===== config.mk =====
export PLATFORM = sky130hd
export DESIGN_NAME = seq_frame_ctrl
export DESIGN_NICKNAME = d
export VERILOG_FILES = /design/src/rtl/seq_frame_ctrl.sv
export SDC_FILE = /design/constraint.sdc
export NUM_CORES = 1
export LEC_CHECK = 0
export BUFFER_PORTS_ARGS = -buffer_cell sky130_fd_sc_hd__buf_2
export CAP_MARGIN = 20
export CORE_ASPECT_RATIO = 1.1
export CORE_UTILIZATION = 30
export DETAILED_ROUTE_END_ITERATION = 12
export GPL_ROUTABILITY_DRIVEN = 0
export GPL_TIMING_DRIVEN = 0
export PLACE_DENSITY = 0.54
export SYNTH_ARGS = -nofsm -noshare
export SYNTH_HDL_FRONTEND = slang
export SYNTH_SLANG_ARGS = --single-unit

===== constraint.sdc =====
create_clock -name clk -period 2.6 [get_ports clk]
set_clock_uncertainty 0.2 [all_clocks]
set_input_delay 0.78 -clock clk [delete_from_list [all_inputs] [get_ports clk]]
set_output_delay 0.78 -clock clk [all_outputs]
set_load 0.005 [all_outputs]

===== src/rtl/seq_frame_ctrl.sv =====
// Frame controller: serializes words MSB-first into an overlapping
// 1001 detector and reports a saturating per-frame match count.
module seq_frame_ctrl #(
  parameter int WIDTH = 8,
  parameter int CNT_W = 4
) (
  input  logic             clk,
  input  logic             reset,
  input  logic             in_valid,
  output logic             in_ready,
  input  logic [WIDTH-1:0] in_data,
  input  logic             in_last,
  output logic             bit_out,
  output logic             y,
  output logic [CNT_W-1:0] match_cnt,
  output logic             frame_done
);

  localparam int IW = $clog2(WIDTH);
  localparam logic [IW-1:0] IDX_TOP = IW'(WIDTH - 1);
  localparam logic [CNT_W-1:0] CNT_MAX = '1;

  typedef enum logic [1:0] {IDLE, SHIFT, DONE} st_t;
  typedef enum logic [1:0] {D0, D1, D10, D100} det_t;

  st_t              st, st_n;
  det_t             det, det_n;
  logic [WIDTH-1:0] sr, sr_n;
  logic [IW-1:0]    idx, idx_n;
  logic             last_q, last_n;
  logic             first_q, first_n;
  logic             y_n;
  logic [CNT_W-1:0] cnt_n;
  logic             load;
  logic             b;
  logic             fin;

  always_comb begin
    st_n       = st;
    det_n      = det;
    sr_n       = sr;
    idx_n      = idx;
    last_n     = last_q;
    first_n    = first_q;
    y_n        = 1'b0;
    cnt_n      = match_cnt;
    in_ready   = 1'b0;
    bit_out    = 1'b0;
    frame_done = 1'b0;
    load       = 1'b0;
    b          = sr[WIDTH-1];
    fin        = (idx == '0);

    unique case (st)
      IDLE: begin
        in_ready = 1'b1;
        load     = in_valid;
      end
      SHIFT: begin
        bit_out  = b;
        in_ready = fin & ~last_q;
        sr_n     = {sr[WIDTH-2:0], 1'b0};
        idx_n    = idx - 1'b1;
        unique case (det)
          D0:   det_n = b ? D1 : D0;
          D1:   det_n = b ? D1 : D10;
          D10:  det_n = b ? D1 : D100;
          D100: begin
            det_n = b ? D1 : D0;
            if (b) begin
              y_n = 1'b1;
              if (match_cnt != CNT_MAX)
                cnt_n = match_cnt + 1'b1;
            end
          end
        endcase
        if (fin) begin
          if (last_q) begin
            st_n    = DONE;
            first_n = 1'b1;
          end else if (in_valid) begin
            load = 1'b1;
          end else begin
            st_n = IDLE;
          end
        end
      end
      DONE: begin
        frame_done = 1'b1;
        st_n       = IDLE;
      end
      default: st_n = IDLE;
    endcase

    // first word of a frame restarts detection and the count
    if (load) begin
      st_n   = SHIFT;
      sr_n   = in_data;
      last_n = in_last;
      idx_n  = IDX_TOP;
      if (first_q) begin
        det_n   = D0;
        cnt_n   = '0;
        first_n = 1'b0;
      end
    end
  end

  always_ff @(negedge clk) begin
    if (!reset) begin
      st        <= IDLE;
      det       <= D0;
      sr        <= '0;
      idx       <= '0;
      last_q    <= 1'b0;
      first_q   <= 1'b1;
      y         <= 1'b0;
      match_cnt <= '0;
    end else begin
      st        <= st_n;
      det       <= det_n;
      sr        <= sr_n;
      idx       <= idx_n;
      last_q    <= last_n;
      first_q   <= first_n;
      y         <= y_n;
      match_cnt <= cnt_n;
    end
  end

endmodule


======== Word-level counts from Yosys, hierarchy flattened ========
Cells that the tools add are included.
operators by class
  bitwise operators ....................... 4
  magnitude comparators ................... 0
  add/sub/neg operators ................... 2
  eq/ne operators ......................... 11
  reductions and logical operators ........ 9
  shifts and indexed selects .............. 0
  div/mod/pow operators ................... 0
  $mul .................................... 0
  multiplexer cells ....................... 35
operators with widths
  cell                                               count
  two-way mux 4 bit                                  6
  two-way mux 2 bit                                  8
  two-way mux 8 bit                                  2
  two-way mux 1 bit                                  13
  AND reduction 3 bit                                3
  inequality test 4 bit (second input constant)      2
  == test 2 bit (second input constant)              3
  two-way mux 3 bit                                  2
  inequality test 3 bit (second input constant)      2
  case mux 2 bit (3 select lines)                    1
  adder 4 x 1 -> 4 bit (second input constant)       1
  == test 2 x 1 -> 1 bit (second input constant)     2
  logical NOT 2 bit                                  2
  inequality test 2 bit (second input constant)      2
  case mux 1 bit (2 select lines)                    2
  case mux 2 bit (2 select lines)                    1
  OR reduction 2 bit                                 2
  logical NOT 3 bit                                  1
  inverter 1 bit                                     3
  subtractor 3 x 1 -> 3 bit (second input constant)  1
  nonzero test 2 bit                                 1
  AND 1 bit                                          1
storage, ports and cells
  bits in read-only memories .............. 0
  latch bits .............................. 0
  flip-flop bits (word level) ............. 22
  input bits .............................. 12
  RAM bits ................................ 0
  output and inout bits ................... 8
  logic and storage cells ................. 70
  memories kept ........................... 0

======== Longest topological paths before layout ========
Gate-level depths: netlist of the first run.
  word-level depth ........................ 7
  gate-level depth with buffers ........... 6
  depth with buffers taken out ............ 5

==> results of run 1 <==
flip-flops by register name, summed over array words and instances (netlist names):
signal     count
st             2
det            2
sr             8
first_q        1
idx            3
match_cnt      4
last_q         1
y              1
layout make-up:
type	instances	area, sq um
buffer	4	48.8
clock buffer	3	41.3
clock inverter	22	82.6
fill	347	1760
inverter	14	56.3
multi-input combinational	84	801
sequential	22	452
tap	50	62.6
timing repair buffer	51	413
routing by layer:
metal | part of all wire | GRT usage | vias up
li1 | - | - | 619
met1 | 0.41 | 0.191 | 629
met2 | 0.53 | 0.307 | 26
met3 | 0.049 | 0.0681 | 4
met4 | 0.0067 | 0.0722 | 0
met5 | 0 | 0 | -
per-stage QoR:
step / instance area [sq um] / hold WS (ns) / power [uW]
after floorplan: 1290 / 0.235 / 558
after global placement: 1450 / 0.250 / 598
after detailed placement: 1450 / 0.260 / 602
after CTS: 1860 / 0.300 / 969
after global routing: 1960 / 0.326 / 1050
final: 1960 / 0.300 / 971
power breakdown:
group          internal (uW)  switching, uW
Combinational            130            119
Sequential               360           16.1
Clock                    148            198
Total                    638            333
logic make-up after synthesis:
logic type	synth area share
xor+xnor	0.00738
compound gates	0.312
buf+inv	0.0769
flops	0.371
simple gates	0.170
fa+ha+maj	0.0632
worst max-delay path, stage by stage (launching register included):
cell and delay, ns:
dfxtp_1 0.31, inv_2 0.08, ha_4 0.13, or3b_4 0.38
a21oi_2 0.13, buf_2 0.12
cells in the mapped netlist, types with 2 or more instances:
cell       n
nor2b_1    3
dfxtp_1   22
a211oi_1  10
ha_1       6
a31oi_1    2
and3_1     3
inv_1     15
o21ai_0    5
nand3_1    2
buf_4      2
a21oi_1    4
and4b_1    2
nand3b_1   2
or3_1      2
nor4_1     2
clkbuf_1   4
nand2b_1   4
nor2_1     4
o21a_1    11
a32o_1     7
what timing repair did:
| action | in CTS | in global routing |
|---|---|---|
| buffers inserted | 20 | 12 |
| endpoints found under the setup margin | 28 | 27 |
| gates resized for setup | 27 | 10 |
| pin swaps | 8 | 9 |
| gates cloned | 1 | 0 |
final timing paths:
| path | slack (ns) | start | endpoint |
|---|---|---|---|
| worst max-delay path | -1.16 | idx[1] | in_ready |
| worst min-delay path | 0.30 | last_q | st[1] |
| worst max register to register | 0.65 | match_cnt[0] | match_cnt[0] |
| worst min register to register | 0.30 | last_q | st[1] |
==> metrics.md, run 1 <==
| Metric | Value |
|---|---|
| Number of DRC violations after detailed routing | 0 |
| Most common library cell in the layout ignoring fill and taps | inv_1 |
| Yosys synthesis warning count | 0 |
| Non-filler instance count after layout | 250 |
| Global route total overflow | 0 |
| Die area | 4210 sq um |
| Number of iterations in the first detailed-routing pass | 4 |
| Pre-CTS setup slack | -1.01 ns |
| Peak VDD IR | between 0.0002 and 0.00025 V |
| Clock tree root buffer cell | clkbuf_8 |
| Post-detailed-route via-to-cell ratio | roughly 5.1 |
| Number of failing setup endpoints in the final timing report | 28 |
| Synth Cell Area | 1190 sq um |
| Unrepaired setup endpoints after global routing | true |
| Global-route wire length before repair | 5580 um |
| Detailed Place HPWL | between 2000 and 2500 um |
| Crit-path max FO | 2 |
| Maximum number of pins on one net before global-route repair | 12 |
| TNS Setup | -7.40 ns |
| Total placed cells including tap cells | slightly below 200 |
| Element type at the critical path end | output port |
| Post-Syn Nets | 146 |
| MaxCap Viol Count | 0 |
| Via count of the first global-routing pass | 1306 |
| Startpoint type of the worst setup path | register |
| Violation count after the first detailed-routing iteration | 42 |
| Final hold vios | 0 |
| Starting density of the core | 0.320 |
| Most frequently used flop master after synthesis | dfxtp_1 |
| Most area-consuming cells after synthesis | dfxtp_1 37%, o21a_1 7.0%, a211oi_1 6.3%, ha_1 6.3%, a32o_1 5.9% |
| GRT Total Usage | 0.178 |
| Cell count of the worst reg-to-reg path | 7 |
| Synthesized netlist cell count | 128 |
| Synthesis-to-layout area growth | 64.8% |
| Height of the chip | 68.0 um |
| Status | finished with violations |
| Mean post-synth cell area | 9.28 sq um |
| IO Port Bufs | 19 |
| Post-synthesis sequential element count | 22 |
| WL/cell | 13.8 um |
| Post-synthesis sequential area ratio | 0.371 |
| Total wirelength of the detailed-routed design | ~3400 um |
| H-tree depth | 1 |
| Antenna violations before repair | 0 |
| Rel. slew slack | 0.763 |
| Clock tree from TritonCTS | built |
| Number of cells on the worst hold path | 2 |
| Total power per unit cell area | 496 nW/um^2 |
| Number of buffers created by CTS | 3 |
| Number of nets in the final layout | 220 |
| Number of antenna-violating nets in the routed design | 0 |
| Area of the core | 3710 sq um |
| Share of the synthesized area in the top cell type | 0.371 |
| Class of the most critical hold timing path | reg2reg |
| Leakage | 0.000912 uW |
| Crit path arrival time | between 2 and 3 ns |
| Site row count | 23 |
| Max Transition Viols Final | 0 |
| Max Root-Sink Buffers | 2 |
| Final worst slack | -1.16 ns |
| # IOs | 20 |
| Netlist cell types | 36 |
| Clk slew on worst S/H paths | 0.03 ns |
| Number of enable flip-flop cells after synthesis | 0 |
| Post-layout utilization of the core | 0.527 |
| Worst-Margin Slew | 0.351 ns |
| CTS Hold Bufs | 0 |
| Number of sinks driven by the clock tree | 22 |
| Most frequent cells in the layout | 33 x inv_1, 24 x buf_4, 16 x buf_2 |
| Type of the worst setup path | reg2out |
| Ys async rst share | 0 |
| Total number of vias | 1278 |
| Diode count | 0 |
| Skew-Pair Late Insertion Delay | around 0.34 ns |
| Die W | approximately 62 um |
| Data required time of the critical path | 1.62 ns |
| Synth area leader | dfxtp_1 |
| Violated checks | setup timing |
| Share of layout cells above drive strength 1 | 0.455 |
No activity file was read; power rests on OpenSTA's default activity.
==> run 2, diff against run 1 <==
--- a/config.mk
+++ b/config.mk
@@ -8,6 +8,7 @@
 export BUFFER_PORTS_ARGS = -buffer_cell sky130_fd_sc_hd__buf_2
 export CAP_MARGIN = 20
 export CORE_ASPECT_RATIO = 1.1
+export CORE_MARGIN = 2
 export CORE_UTILIZATION = 30
 export DETAILED_ROUTE_END_ITERATION = 12
 export GPL_ROUTABILITY_DRIVEN = 0
==> run 2 against run 1 <==
  * Cell count down 2.4%
  * Wire length up 2.2%
  * Flip-flop and latch count unchanged
  * Sequential share of layout area up 0.99 points
  * First-iteration DRC count up 19%
  * Final area down 3.1%
  * Critical path depth unchanged
  * Non-clock buffer count down 7
  * Global-route usage down 1.8 points
  * Sequential power about the same
  * The flow still finishes with violations (setup timing)
==> metrics.md, run 2 (same netlist as run 1, synthesis figures left out) <==
| Metric | Value |
|---|---|
| H-tree depth | 1 |
| Number of buffers created by CTS | 3 |
| Proportion of power drawn by combinational gates | 0.239 |
| Max Transition Viols Final | 0 |
| Number of iterations in the first detailed-routing pass | 4 |
| Unrepaired setup endpoints after global routing | true |
| Origin of the critical flop-to-flop path | idx[0] |
| Most flop-heavy register | sr |
| Rel. slew slack | 0.742 |
| Clock share of power | 0.372 |
| Antenna violations before repair | 0 |
| Skew-Pair Late Insertion Delay | 0.34 ns |
| Via count of the first global-routing pass | 1331 |
| Violated checks | setup timing |
| Combined area of the multi-input logic cells | 785 sq um |
| Worst-Margin Slew | 0.381 ns |
| Endpoint of the worst-slack reg-to-reg timing path | match_cnt[3] |
| Largest registers | sr x8, match_cnt x4, idx x3 |
| Worst Setup SP | idx[0] |
| Register area | 457 sq um |
| Number of failing setup endpoints in the final timing report | 28 |
| Starting density of the core | 0.320 |
| Maximum number of pins on one net before global-route repair | 14 |
| Peak VDD IR | ~0.00034 V |
| Max Root-Sink Buffers | 2 |
| Die area | between 4000 and 5000 sq um |
| Crit path to | in_ready |
| Leakage | about 0.0009 uW |
| Most frequent cells in the layout | 33 x inv_1, 18 x buf_4, 15 x buf_2 |
| Worst path top cell family by delay | simple AND/OR/NAND/NOR gates |
| Final worst slack | -1.20 ns |
| Number of antenna-violating nets in the routed design | 0 |
| Element type at the critical path end | output port |
| Die W | 64.0 um |
| Clk slew on worst S/H paths | approximately 0.040 ns |
| Clock tree from TritonCTS | built |
| Crit-path max FO | 2 |
| CP bufs+invs | 2 |
| Global-route wire length before repair | 5840 um |
| IO Port Bufs | 19 |
| Internal power | 631 uW |
| Crit path arrival time | 2.82 ns |
| Number of DRC violations after detailed routing | 0 |
| Number of nets in the final layout | 213 |
| Violation count after the first detailed-routing iteration | 50 |
| Global route total overflow | 0 |
| Net Switching | 335 uW |
| Chain of cells forming the critical path | inv_2, ha_4, or3b_4, a21oi_2, buf_2 |
| R2R Setup Slk | ~0.67 ns |
| Most common library cell in the layout ignoring fill and taps | inv_1 |
| Cell count of the worst reg-to-reg path | 7 |
| Post-detailed-route via-to-cell ratio | 5.16 |
| Number of sinks driven by the clock tree | 22 |
| Total placed cells including tap cells | 197 |
| Total power per unit cell area | between 500 and 600 nW/um^2 |
| Type of the worst setup path | reg2out |
| GRT Total Usage | 0.160 |
| Final hold vios | 0 |
| Part of the total power dissipated in sequential elements | 0.389 |
| Detailed Place HPWL | just over 2000 um |
| Standard cell with the maximum stage delay on the critical path | or3b_4 |
| Total wirelength of the detailed-routed design | about 3500 um |
| Clock tree root buffer cell | clkbuf_8 |
| CTS Hold Bufs | 0 |
| WL/cell | 14.4 um |
| Height of the chip | 70.0 um |
| Status | finished with violations |
| Number of fill cells | 345 |
| Crit. path cell count | 5 |
| Diode count | 0 |
| TNS Setup | -7.77 ns |
| Non-filler instance count after layout | 244 |
| Synthesis-to-layout area growth | 59.7% |
| Share of layout cells above drive strength 1 | 0.443 |
| # IOs | 20 |
| MaxCap Viol Count | 0 |
| Total number of vias | ~1300 |
| Startpoint type of the worst setup path | register |
| Class of the most critical hold timing path | reg2reg |
| Proportion of total power due to net switching | 0.347 |
| Site row count | 23 |
| Delay contributed by the slowest stage of the critical path | 0.39 ns |
| Largest register FFs | 8 |
| Data required time of the critical path | 1.62 ns |
| Area of the core | roughly 3700 sq um |
[run 2: cell count changes in the layout (fill, tap and decap cells not counted), sizes merged]
cell / change
buf: -8
inv: +1
clkbuf: +1
[run 2: repair_timing]
action	4_1_cts	5_1_grt
setup buffers	19	6
setup endpoints to repair	27	26
gates cloned	0	1
resized for setup	26	11
pin swaps	6	9
[run 2: worst reg2reg max path: cells and delay by family (launching register included)]
kind | cells | cell delay, ns
adder cells (fa/ha/maj) | 1 | 0.13
flip-flops | 1 | 0.32
AO/OA/AOI/OAI | 1 | 0.28
AND/OR/NAND/NOR | 2 | 0.43
buffers and inverters | 3 | 0.45
[run 2: per-layer routing]
layer  GRT usage  part of all wire  vias to the layer above
li1            -                 -                      606
met1       0.185              0.42                      622
met2       0.264              0.54                       28
met3      0.0467             0.028                        4
met4      0.0797             0.011                        0
met5           0                 0                        -
[run 2: how the worst min path moves through the flow]
stage / from / slack (ns) / end / cells past startpoint
floorplan: idx[0] / 0.24 / idx[0] / 1
global route: last_q / 0.34 / st[1] / 2
global placement: idx[0] / 0.25 / idx[0] / 1
detailed placement: idx[0] / 0.25 / idx[0] / 1
CTS: last_q / 0.31 / st[1] / 2
finish: last_q / 0.32 / st[1] / 2
[run 2: through the flow]
stage,area (sq um),power (uW),util,hold WS (ns),worst slack (ns)
2_1_floorplan,1290,558,-,0.235,-0.832
3_3_place_gp,1450,598,0.390,0.249,-0.989
3_5_place_dp,1450,603,0.390,0.254,-0.995
4_1_cts,1840,978,0.496,0.309,-1.25
5_1_grt,1900,1050,0.511,0.339,-1.27
6_report,1900,966,0.511,0.317,-1.20
[run 2: layout make-up]
type                    count  share of cell area
multi-input cells          84               0.414
flip-flops and latches     22               0.241
repair buffers             44               0.187
clock inverters            23              0.0468
well taps                  50              0.0330
inverters                  14              0.0297
plain buffers               4              0.0270
clock buffers               3              0.0218
[run 2: power groups by stage]
stage / Sequential [uW] / Combinational (uW) / Clock, uW
global placement: 380 / 163 / 54.1
detailed placement: 382 / 167 / 54.1
CTS: 374 / 223 / 380
finish: 376 / 231 / 359
floorplan: 377 / 126 / 54.1
global route: 377 / 251 / 418
